### config.mk
export PLATFORM = sky130hd
export DESIGN_NAME = addsub_pipe32
export DESIGN_NICKNAME = d
export VERILOG_FILES = /design/src/rtl/addsub_pipe32_pkg.sv /design/src/rtl/adder_substractor32.sv /design/src/rtl/addsub_pipe32.sv
export SDC_FILE = /design/constraint.sdc
export NUM_CORES = 1
export LEC_CHECK = 0
export BUFFER_PORTS_ARGS = -buffer_cell sky130_fd_sc_hd__buf_2
export CAP_MARGIN = 25
export CORE_MARGIN = 10
export CORE_UTILIZATION = 50
export CTS_CLUSTER_SIZE = 14
export DETAILED_ROUTE_END_ITERATION = 7
export GPL_TIMING_DRIVEN = 0
export PLACE_DENSITY = 0.76
export SYNTH_ARGS = -nofsm -noshare
export SYNTH_HDL_FRONTEND = slang
export SYNTH_SLANG_ARGS = --single-unit
### constraint.sdc
create_clock -name clk -period 3.1 [get_ports clk]
set_input_delay 0.31 -clock clk [delete_from_list [all_inputs] [get_ports clk]]
set_output_delay 0.31 -clock clk [all_outputs]
set_load 0.05 [all_outputs]
### src/rtl/addsub_pipe32_pkg.sv
// rtl/addsub_pipe32_pkg.sv - shared widths, opcodes and saturation constants for the add/sub pipeline
package addsub_pipe32_pkg;

    localparam int ADDSUB_W = 32;

    localparam logic ADDSUB_OP_ADD = 1'b0;
    localparam logic ADDSUB_OP_SUB = 1'b1;

    localparam logic [ADDSUB_W-1:0] ADDSUB_SAT_MAX = 32'h7FFF_FFFF;
    localparam logic [ADDSUB_W-1:0] ADDSUB_SAT_MIN = 32'h8000_0000;

    // Clamp value for an overflowed result: overflow direction follows the sign of operand a
    function automatic logic [ADDSUB_W-1:0] sat_value(input logic a_sign);
        return a_sign ? ADDSUB_SAT_MIN : ADDSUB_SAT_MAX;
    endfunction

endpackage

### src/rtl/adder_substractor32.sv
// rtl/adder_substractor32.sv - combinational 32-bit adder/subtractor with signed overflow and carry
module adder_substractor32
    import addsub_pipe32_pkg::*;
(
    input  logic [ADDSUB_W-1:0] a,
    input  logic [ADDSUB_W-1:0] b,
    input  logic                m,
    output logic [ADDSUB_W-1:0] s,
    output logic                v,
    output logic                c
);

    logic [ADDSUB_W-1:0] b_eff;
    logic [ADDSUB_W:0]   sum;

    // Subtract is a + ~b + 1; the mode bit doubles as the carry-in
    assign b_eff = (m == ADDSUB_OP_SUB) ? ~b : b;
    assign sum   = {1'b0, a} + {1'b0, b_eff} + {{ADDSUB_W{1'b0}}, m};
    assign s     = sum[ADDSUB_W-1:0];
    assign c     = sum[ADDSUB_W];

    // Overflow: effective operands share a sign and the result sign differs from it
    assign v = (a[ADDSUB_W-1] == b_eff[ADDSUB_W-1]) && (s[ADDSUB_W-1] != a[ADDSUB_W-1]);

endmodule

### src/rtl/addsub_pipe32.sv
// rtl/addsub_pipe32.sv - two-stage valid/ready add/sub pipeline with overflow counter; optional ADDSUB_SAT_EN
module addsub_pipe32
    import addsub_pipe32_pkg::*;
#(
    parameter int CNT_W = 16
) (
    input  logic                clk,
    input  logic                rst_n,
    input  logic                in_valid,
    output logic                in_ready,
    input  logic [ADDSUB_W-1:0] in_a,
    input  logic [ADDSUB_W-1:0] in_b,
    input  logic                in_m,
    output logic                out_valid,
    input  logic                out_ready,
    output logic [ADDSUB_W-1:0] out_s,
    output logic                out_v,
    output logic                out_c,
    output logic [CNT_W-1:0]    ovf_cnt
);

    logic                s1_valid;
    logic [ADDSUB_W-1:0] s1_a;
    logic [ADDSUB_W-1:0] s1_b;
    logic                s1_m;

    logic                adv1;
    logic                adv2;

    logic [ADDSUB_W-1:0] add_s;
    logic                add_v;
    logic                add_c;
    logic [ADDSUB_W-1:0] s_next;

    // Each stage moves when its downstream slot is empty or being drained this cycle
    assign adv2     = !out_valid || out_ready;
    assign adv1     = !s1_valid || adv2;
    assign in_ready = adv1;

    adder_substractor32 u_adder (
        .a (s1_a),
        .b (s1_b),
        .m (s1_m),
        .s (add_s),
        .v (add_v),
        .c (add_c)
    );

`ifdef ADDSUB_SAT_EN
    // Clamp the stored sum on overflow; flags still carry the raw adder result
    assign s_next = add_v ? sat_value(s1_a[ADDSUB_W-1]) : add_s;
`else
    assign s_next = add_s;
`endif

    // Stage 1: capture operands whenever the stage can advance
    always_ff @(posedge clk) begin
        if (!rst_n) begin
            s1_valid <= 1'b0;
            s1_a     <= '0;
            s1_b     <= '0;
            s1_m     <= 1'b0;
        end else if (adv1) begin
            s1_valid <= in_valid;
            s1_a     <= in_a;
            s1_b     <= in_b;
            s1_m     <= in_m;
        end
    end

    // Stage 2: register adder result for the consumer; payload only changes on a real op
    always_ff @(posedge clk) begin
        if (!rst_n) begin
            out_valid <= 1'b0;
            out_s     <= '0;
            out_v     <= 1'b0;
            out_c     <= 1'b0;
        end else if (adv2) begin
            out_valid <= s1_valid;
            if (s1_valid) begin
                out_s <= s_next;
                out_v <= add_v;
                out_c <= add_c;
            end
        end
    end

    // Count delivered overflowing results, sticking at all-ones
    always_ff @(posedge clk) begin
        if (!rst_n) begin
            ovf_cnt <= '0;
        end else if (out_valid && out_ready && out_v && (ovf_cnt != {CNT_W{1'b1}})) begin
            ovf_cnt <= ovf_cnt + CNT_W'(1);
        end
    end

endmodule

; ---- Word level (Yosys, flattened, before mapping)
; Cells that the tools add are included.
[word_totals]
reg_bits = 117
inputBits = 69
output_inout_bits = 52
elab_cells = 26
[op_classes]
addsub = 3
muxes = 1
bitwise = 1
n_reduce_logical = 9
n_eq_ne = 3
[ops]
columns = cell, n
row1 = $add A32 B32 Y33, 1
row2 = $add A33 B1 Y33, 1
row3 = $mux W32, 1
row4 = $not A32 Y32, 1
row5 = $add A16 B1 Y16 const B, 1
row6 = $ne A16 B16 Y1 const B, 1
row7 = $logic_and A1 B1 Y1, 4
row8 = $logic_not A1 Y1, 2
row9 = $logic_or A1 B1 Y1, 2
row10 = $reduce_and A2 Y1, 1
row11 = $eq A1 B1 Y1, 1
row12 = $ne A1 B1 Y1, 1

; ---- Longest topological paths before layout
; Gate-level depths: netlist of the first run.
[logic_depth]
depth_word = 6
depth_mapped = 13
mapped_depth_nobuf = 11

; ---- Cells and area by module
; Synthesis of the first run repeated with hierarchy kept, for this count alone.
[unflattened]
cells_unflattened = 808
area_unflattened_um2 = 6311.1
[modules_own_cells]
columns = module, cells_per_inst, area_per_inst_um2, seq_area_each_um2, instances
row1 = addsub_pipe32, 536, 4242.8, 2342.2, 1
row2 = adder_substractor32, 272, 2068.2, 0.0, 1

; ---- Worst setup path after synthesis of the first run
; OpenSTA, ideal clock, no wires.
[synth_path]
path_kind = flip-flop to flip-flop
startpoint = register s1_m
endpoint = register out_s[28]
setup_ns = 0.122
path_stages_with_launch = 13
n_path_buf = 2
t_required_ns = 2.978
synth_period_minus_slack_ns = 3.007
path_slack_ns = 0.093
arrival_ns = 2.885
path_cell_list = dfxtp_1 > buf_2 > buf_1 > xor2_1 > ha_1 > o21ai_2 > a21oi_1 > o31ai_1 > a31oi_1 > o211ai_2 > a21oi_1 > o2111a_1 > a311o_1
[synth_via]
elab_chain_cells = 3
[synth_rtl]
columns = item, line
row1 = from (decl), addsub_pipe32.sv:25  ; logic s1_m;
row2 = from (signal assigned), addsub_pipe32.sv:67  ; s1_m <= in_m;
row3 = $mux W32, adder_substractor32.sv:17  ; assign b_eff = (m == ADDSUB_OP_SUB) ? ~b : b;
row4 = $add A32 B32 Y33, adder_substractor32.sv:18  ; assign sum = {1'b0, a} + {1'b0, b_eff} + {{ADDSUB_W{1'b0}}, m};
row5 = $add A33 B1 Y33 *, adder_substractor32.sv:18
row6 = to (signal assigned), addsub_pipe32.sv:81  ; out_s <= s_next;
row7 = to (decl), addsub_pipe32.sv:16  ; output logic [ADDSUB_W-1:0] out_s,
; Every way passes the cells marked *; elsewhere a longest branch is shown, timed or not.
; A chain may end at the register's enable or synchronous reset.

; ---- Final worst setup path of the first run
[layout_path]
startpoint = register s1_m
endpoint = register out_v
[layout_via]
elab_chain_cells = 5
word_cells_on_any_way = 6
classes_between = add/sub (2) / eq/ne (2) / mux (1) / reduce/logical (1)
[layout_rtl]
columns = item, line
row1 = $mux W32, adder_substractor32.sv:17
row2 = $add A32 B32 Y33, adder_substractor32.sv:18
row3 = $add A33 B1 Y33, adder_substractor32.sv:18
row4 = $ne A1 B1 Y1, adder_substractor32.sv:23  ; assign v = (a[ADDSUB_W-1] == b_eff[ADDSUB_W-1]) && (s[ADDSUB_W-1] != a[ADDSUB_W-1]);
row5 = $logic_and A1 B1 Y1 *, adder_substractor32.sv:23
row6 = to (signal assigned), addsub_pipe32.sv:82  ; out_v <= add_v;
row7 = to (decl), addsub_pipe32.sv:17  ; output logic out_v,
; Marks and branches as above.

==> impl_results.md, run 1 <==
- Worst-margin pin slew: 719 ps
- Chip width: 131 microns
- Height of the chip: 131 microns
- Vias in the first global route: 5960
- Synth top area share: 37.7%
- Post-synth cell types: 60
- Crit. End Element: flip-flop
- Crit path arrival time: 3340 ps
- Overall power: 4450 uW
- Diode count: 0
- Mapped Avg Cell Area: 7.95 sq um
- Number of max-cap violations: 0
- First-pass GRT wire length: 29.3 mm
- WHS: 105 ps
- Minimum clock period: 3030 ps
- Worst skew pair latency: 410 ps
- Post-Syn Area: 6200 sq um
- Synthesized flop and latch total: 117
- Pwr dens: 575 nW/um^2
- Cell family with most CP delay: compound AO/OA/AOI/OAI gates
- Worst setup SP type: flip-flop
- Async SR Flop Fraction: 0%
- Port bufs: 120
- CTS Sinks: 117
- HP Class: input port to flip-flop
- Max Slew Vio Count: 0
- Slowest stage cell, crit path: a2111oi_4
- H-Tree Level Count: 4
- Synth area leaders: dfxtp_1, nand2_1, a21oi_1, xor2_1, ha_1
- RSZ-0062 raised after global routing: true
- Area growth syn-to-layout: 24.7%
- Status: finished, final reports clean
- Peak supply drop: 0.431 mV
- Relative slew slack: 52.1%
- Clock Pin Slew Worst Setup and Hold Paths: 50 ps
- Worst Clk Skew: 7.64 ps
- Yosys warning total: 0
- Hold Vio Cnt, Final: 0
- Cell Chain, Critical Path: buf_4 -> buf_8 -> xor2_1 -> ha_1 -> buf_4 -> nand4_2 -> a2111oi_4 -> nand4_1 -> nand4_2 -> nand2_2 -> o311ai_4 -> xnor2_1 -> o41ai_2
- Post-route insts no fill: 1100
- Setup WS pre-CTS: -533 ps
- Leading cell types in the layout, fill and taps excluded: nand2_1, buf_2, dfxtp_1
- I/O Pins: 121
- WP buf/inv: 3
- Placer Congestion: 0.920
- Clock Tree Root: clkbuf_16
- Syn Nets: 882
- Synth area leader: dfxtp_1
- TritonCTS clock tree: done
- HPWL after DPL: 13.7 mm
- Global Route Usage Sum: 20.5%
- DRT iter0 DRCs: 541
- Global route overflow: 0
- Worst path max stage delay: 380 ps
- Fillers: 1118
- Crit path max fanout: 10
- Req. time, crit path: 3420 ps
- TritonCTS buffer count: 17
- Die area: 17300 sq um
- Most common cell after layout, fill and taps aside: nand2_1
- Placed insts: 1068
- LEAKAGE: 0.00362 uW
- Largest net degree at the start of global routing: 17
- Antenna-violating nets left: 0
- FP Rows: 40
- EDFF count, synth: 0
- Vias per cell: 5.48
- Initial Utilization: 51.4%
- Via count: 6030
- Total Wirelength: 18.2 mm
- Final Cell Area: 7740 sq um
- Highest Clock Rate: 331 MHz
- Sequential share of the synthesized area: 37.7%
- Fraction of layout cells with a size suffix above 1: 19.5%
- CORE AREA: 12100 sq um
- Detailed Routing Iterations Pass 1: 5
- Drt drc: 0
- Dpl cell area: 7020 sq um
- Wire per inst: 16.5 microns
- Final-report setup violation count: 0
- Clock buffer depth: 2
- Fin worst setup slack: 74.5 ps
- Initial antenna violation count: 0
- Ys flop type: dfxtp_1
- Layout Nets: 1023
- Post-route clock period utilization: 97.6%
- Crit Path Category: flip-flop to flip-flop
- Mapped Cells: 780
[report_power, final]
group          internal [uW]  switching (uW)  total, uW
clock                   1240             653       1890
sequential              1590            55.2       1650
combinational            326             585        911
[tightest hold or removal path, cell delays in order]
cell	delay [ps]
buf_2	70
nor2_1	30
nor2_1	60
[flip-flops by register name, indices dropped and copies added (netlist names)]
name and cells:
out_s 32, s1_a 32, s1_b 32, ovf_cnt 16, out_c 1, out_v 1
out_valid 1, s1_m 1, s1_valid 1
[what timing repair did]
item / in CTS / in global routing
cloned: 0 / 0
pin swaps: 1 / 7
gates resized for setup: 11 / 19
setup endpoints to repair: 23 / 9
endpoints found under the hold margin: 0 / 0
hold buffers: 0 / 0
setup buffers: 1 / 1
[cell families (layout without fill, tap and decap cells)]
logic type	Yosys count	count (layout)	share of synthesized area, %
muxes	5	5	0.807
xor gates and xnor gates	61	61	8.61
adders and majority gates	33	33	6.78
DFF	117	117	37.7
buffers and inverters	64	216	4.09
and+or+nand+nor	294	294	20.6
AOI/OAI and AO/OA	206	206	21.3
[cell usage after synthesis, drive strengths merged (3+ instances only)]
master / instances
nand2: 179
a21oi: 110
nand3b: 3
o21bai: 5
and3: 4
dfxtp: 117
xor2: 47
mux2i: 5
nor2b: 3
a21o: 19
and2: 5
clkbuf: 33
inv: 16
nand3: 23
a211o: 4
o21a: 3
nor2: 40
buf: 15
nand2b: 3
ha: 32
nand4: 12
a41oi: 3
o211ai: 11
o21ai: 16
a311o: 3
nor3: 13
a211oi: 8
o31ai: 4
xnor2: 14
[stage by stage]
step	TNS [ps]	util (%)
after floorplan	0	-
after global placement	-5140	58.2
after detailed placement	-5990	58.2
after CTS	0	63.2
after global routing	-36.2	64.2
final	0	64.2
[cell type report]
class / count / area (sq um) / share of cell area [%]
multi-input combinational: 599 / 3690 / 47.7
sequential: 117 / 2340 / 30.3
timing repair buffer: 122 / 628 / 8.12
clock buffer: 27 / 533 / 6.89
buffer: 48 / 231 / 2.99
tap: 168 / 210 / 2.72
inverter: 16 / 60.1 / 0.776
clock inverter: 3 / 40.0 / 0.517
[final timing paths]
path                            slack [ps]             startpoint  depth (start not counted)               endpoint
worst max-delay path                    70      s1_m$_SDFFE_PN0P_                         13     out_v$_SDFFE_PN0P_
worst min-delay path                   100               in_valid                          3  s1_valid$_SDFFE_PN0P_
worst max register to register          70      s1_m$_SDFFE_PN0P_                         13     out_v$_SDFFE_PN0P_
worst min register to register         450  out_s[5]$_SDFFE_PN0P_                          2  out_s[5]$_SDFFE_PN0P_
[per-layer routing]
metal	vias to the layer above	part of all wire [%]	global-route usage, %	routed length (microns)
li1	2983	-	-	-
met1	2809	45	26.3	8140
met2	205	46	32.1	8310
met3	33	7.6	5.68	1380
met4	0	2.0	7.73	367
met5	-	0	0	0
Note: power is estimated with default switching activity, not from simulation.
==> run 2: changes to the inputs <==
- PLACE_DENSITY: 0.76 -> 0.82
==> impl_results.md, run 2 (synthesis results as in run 1) <==
- Initial antenna violation count: 0 (unchanged)
- Via count: 6113 (+1.4%)
- Relative slew slack: 50.6% (-1.5 points)
- Post-route insts no fill: 1107 (+0.64%)
- Status: finished, final reports clean
- Crit. End Element: flip-flop
- Placer Congestion: 0.992 (+7.9%)
- Global route overflow: 0 (unchanged)
- Wire per inst: 16.6 microns (+0.48%)
- Final-report setup violation count: 0 (unchanged)
- DRT iter0 DRCs: 517 (-4.4%)
- LEAKAGE: 0.00366 uW (+1.1%)
- Part of the power in registers: 38.5% (+1.5 points)
- Drt drc: 0 (unchanged)
- Initial Utilization: 51.4% (unchanged)
- Cts-stage hold buffer count: 0 (unchanged)
- Crit Path Category: flip-flop to flip-flop
- Area growth syn-to-layout: 26.1%
- Clock Pin Slew Worst Setup and Hold Paths: 50 ps (about the same)
- Internal: 2980 uW (-5.8%)
- Worst path max stage delay: 430 ps (+50 ps)
- Worst setup SP type: flip-flop
- TritonCTS buffer count: 17 (unchanged)
- Grt peak-use layer: met2
- Die area: 17300 sq um (unchanged)
- Setup WS pre-CTS: -505 ps (+28.0 ps)
- Crit path arrival time: 3350 ps (about the same)
- Sw Ratio: 30.4% (+1.3 points)
- Antenna-violating nets left: 0 (unchanged)
- Worst-margin pin slew: 741 ps (+22.0 ps)
- Global Route Usage Sum: 20.2% (-0.32 points)
- Leading cell types in the layout, fill and taps excluded: nand2_1, buf_2, dfxtp_1
- H-Tree Level Count: 4 (unchanged)
- HP Class: input port to flip-flop
- Placed insts: 1068 (unchanged)
- Final Util: 64.9% (+0.71 points)
- Met2 Use GR: 32.9% (+0.78 points)
- Minimum clock period: 3030 ps (+0.445 ps)
- Clock buffer depth: 2 (unchanged)
- M3 GR Usage: 5.72% (+0.038 points)
- Clock Tree Root: clkbuf_16
- Cell Chain, Critical Path: buf_8 -> xor2_1 -> inv_1 -> fa_1 -> nand2b_1 -> a21oi_1 -> o31ai_2 -> a31oi_2 -> o211ai_2 -> a21oi_2 -> o2111ai_1 -> a221oi_1
- HPWL after DPL: 13.5 mm (-1.3%)
- Combinational Power Share: 22.3% (+1.8 points)
- Net switching power: 1300 uW (+0.53%)
- Chip width: 131 microns (unchanged)
- Overall power: 4280 uW (-3.9%)
- Slowest stage cell, crit path: fa_1
- Fillers: 1053 (-5.8%)
- Diode count: 0 (unchanged)
- Port bufs: 120 (unchanged)
- Biggest regs: out_s: 32 flops, s1_a: 32 flops, s1_b: 32 flops
- Req. time, crit path: 3430 ps (about the same)
- CORE AREA: 12100 sq um (unchanged)
- Height of the chip: 131 microns (unchanged)
- Vias in the first global route: 5926 (-0.57%)
- CTS Sinks: 117 (unchanged)
- Fin Setup TNS: 0 ps (unchanged)
- Highest Clock Rate: 330 MHz (about the same)
- Multi-input logic area: 3750 sq um (+1.6%)
- Hold Vio Cnt, Final: 0 (unchanged)
- Fin worst setup slack: 74.0 ps (-0.445 ps)
- Worst Clk Skew: 6.89 ps (-0.749 ps)
- Total Wirelength: 18.4 mm (+1.1%)
- Worst skew pair latency: 420 ps (about the same)
- Clock share of power: 39.1% (-3.4 points)
- Fraction of layout cells with a size suffix above 1: 20.6% (+1.0 points)
- Max Slew Vio Count: 0 (unchanged)
- Layout Nets: 1032 (+0.88%)
- First-pass GRT wire length: 28.8 mm (-1.8%)
- Detailed Routing Iterations Pass 1: 5 (unchanged)
- Peak supply drop: 0.382 mV (-11%)
- Number of max-cap violations: 0 (unchanged)
- Area occupied by registers: 2340 sq um (about the same)
- TritonCTS clock tree: done
- FP Rows: 40 (unchanged)
- Largest net degree at the start of global routing: 17 (unchanged)
- Post-route clock period utilization: 97.6% (about the same)
- I/O Pins: 121 (unchanged)
- Most common cell after layout, fill and taps aside: nand2_1
- Met1 usage: 24.5% (-1.9 points)
- Pwr dens: 546 nW/um^2 (-5.0%)
- Crit path max fanout: 7 (-3)
- Vias per cell: 5.52 (+0.74%)
[run 2: cell types whose count changed in the layout (fill, tap and decap cells not counted), sizes merged]
cell / before / now
clkbuf: 60 / 57
clkinv: 2 / 5
buf: 137 / 144
clkinvlp: 0 / 1
bufinv: 1 / 0
[run 2: metal layers]
metal  routed length (microns)  up-vias
met5                         0        -
met3                      1310       43
met2                      8620      244
li1                          -     3010
met1                      7970     2816
met4                       507        0
[run 2: metrics by stage]
stage                     hold slack [ps]  cell area [sq um]
after floorplan                       431               6200
after global placement                438               7020
after detailed placement              443               7020
after CTS                             110               7550
after global routing                  121               7830
final                                 121               7830
[run 2: final timing paths]
check,from,endpoint,slack (ps),cells past startpoint
worst min register to register,out_s[25]$_SDFFE_PN0P_,out_s[25]$_SDFFE_PN0P_,450,2
worst max register to register,s1_m$_SDFFE_PN0P_,out_c$_SDFFE_PN0P_,70,12
worst min-delay path,in_valid,s1_valid$_SDFFE_PN0P_,120,3
worst max-delay path,s1_m$_SDFFE_PN0P_,out_c$_SDFFE_PN0P_,70,12
[run 2: worst max-delay path: cells and delay by family, from the launching register on]
| family | cells | cell delay [ps] |
|---|---|---|
| flops | 1 | 330 |
| fa+ha+maj | 1 | 430 |
| simple gates | 1 | 180 |
| buf+inv | 2 | 250 |
| compound gates | 7 | 1500 |
| xor+xnor | 1 | 250 |
[run 2: what timing repair did]
item	in CTS	in global routing
setup buffers	0	10
gates cloned	0	1
setup endpoints to repair	21	13
resized for setup	10	39
pin swaps	0	15
[run 2: layout make-up]
class	count	share of cell area, %
clock buffer	22	5.93
inverter	16	0.768
timing repair buffer	131	8.95
sequential	117	29.9
buffer	48	3.31
multi-input combinational	599	48.0
tap	168	2.69
clock inverter	6	0.416
[run 2: power by group through the flow]
stage | clock (uW) | combinational [uW] | sequential (uW)
final | 1670 | 955 | 1650
after global placement | 0 | 845 | 1670
after floorplan | 0 | 512 | 1790
after detailed placement | 0 | 857 | 1670
after global routing | 1780 | 1040 | 1660
after CTS | 1690 | 872 | 1640
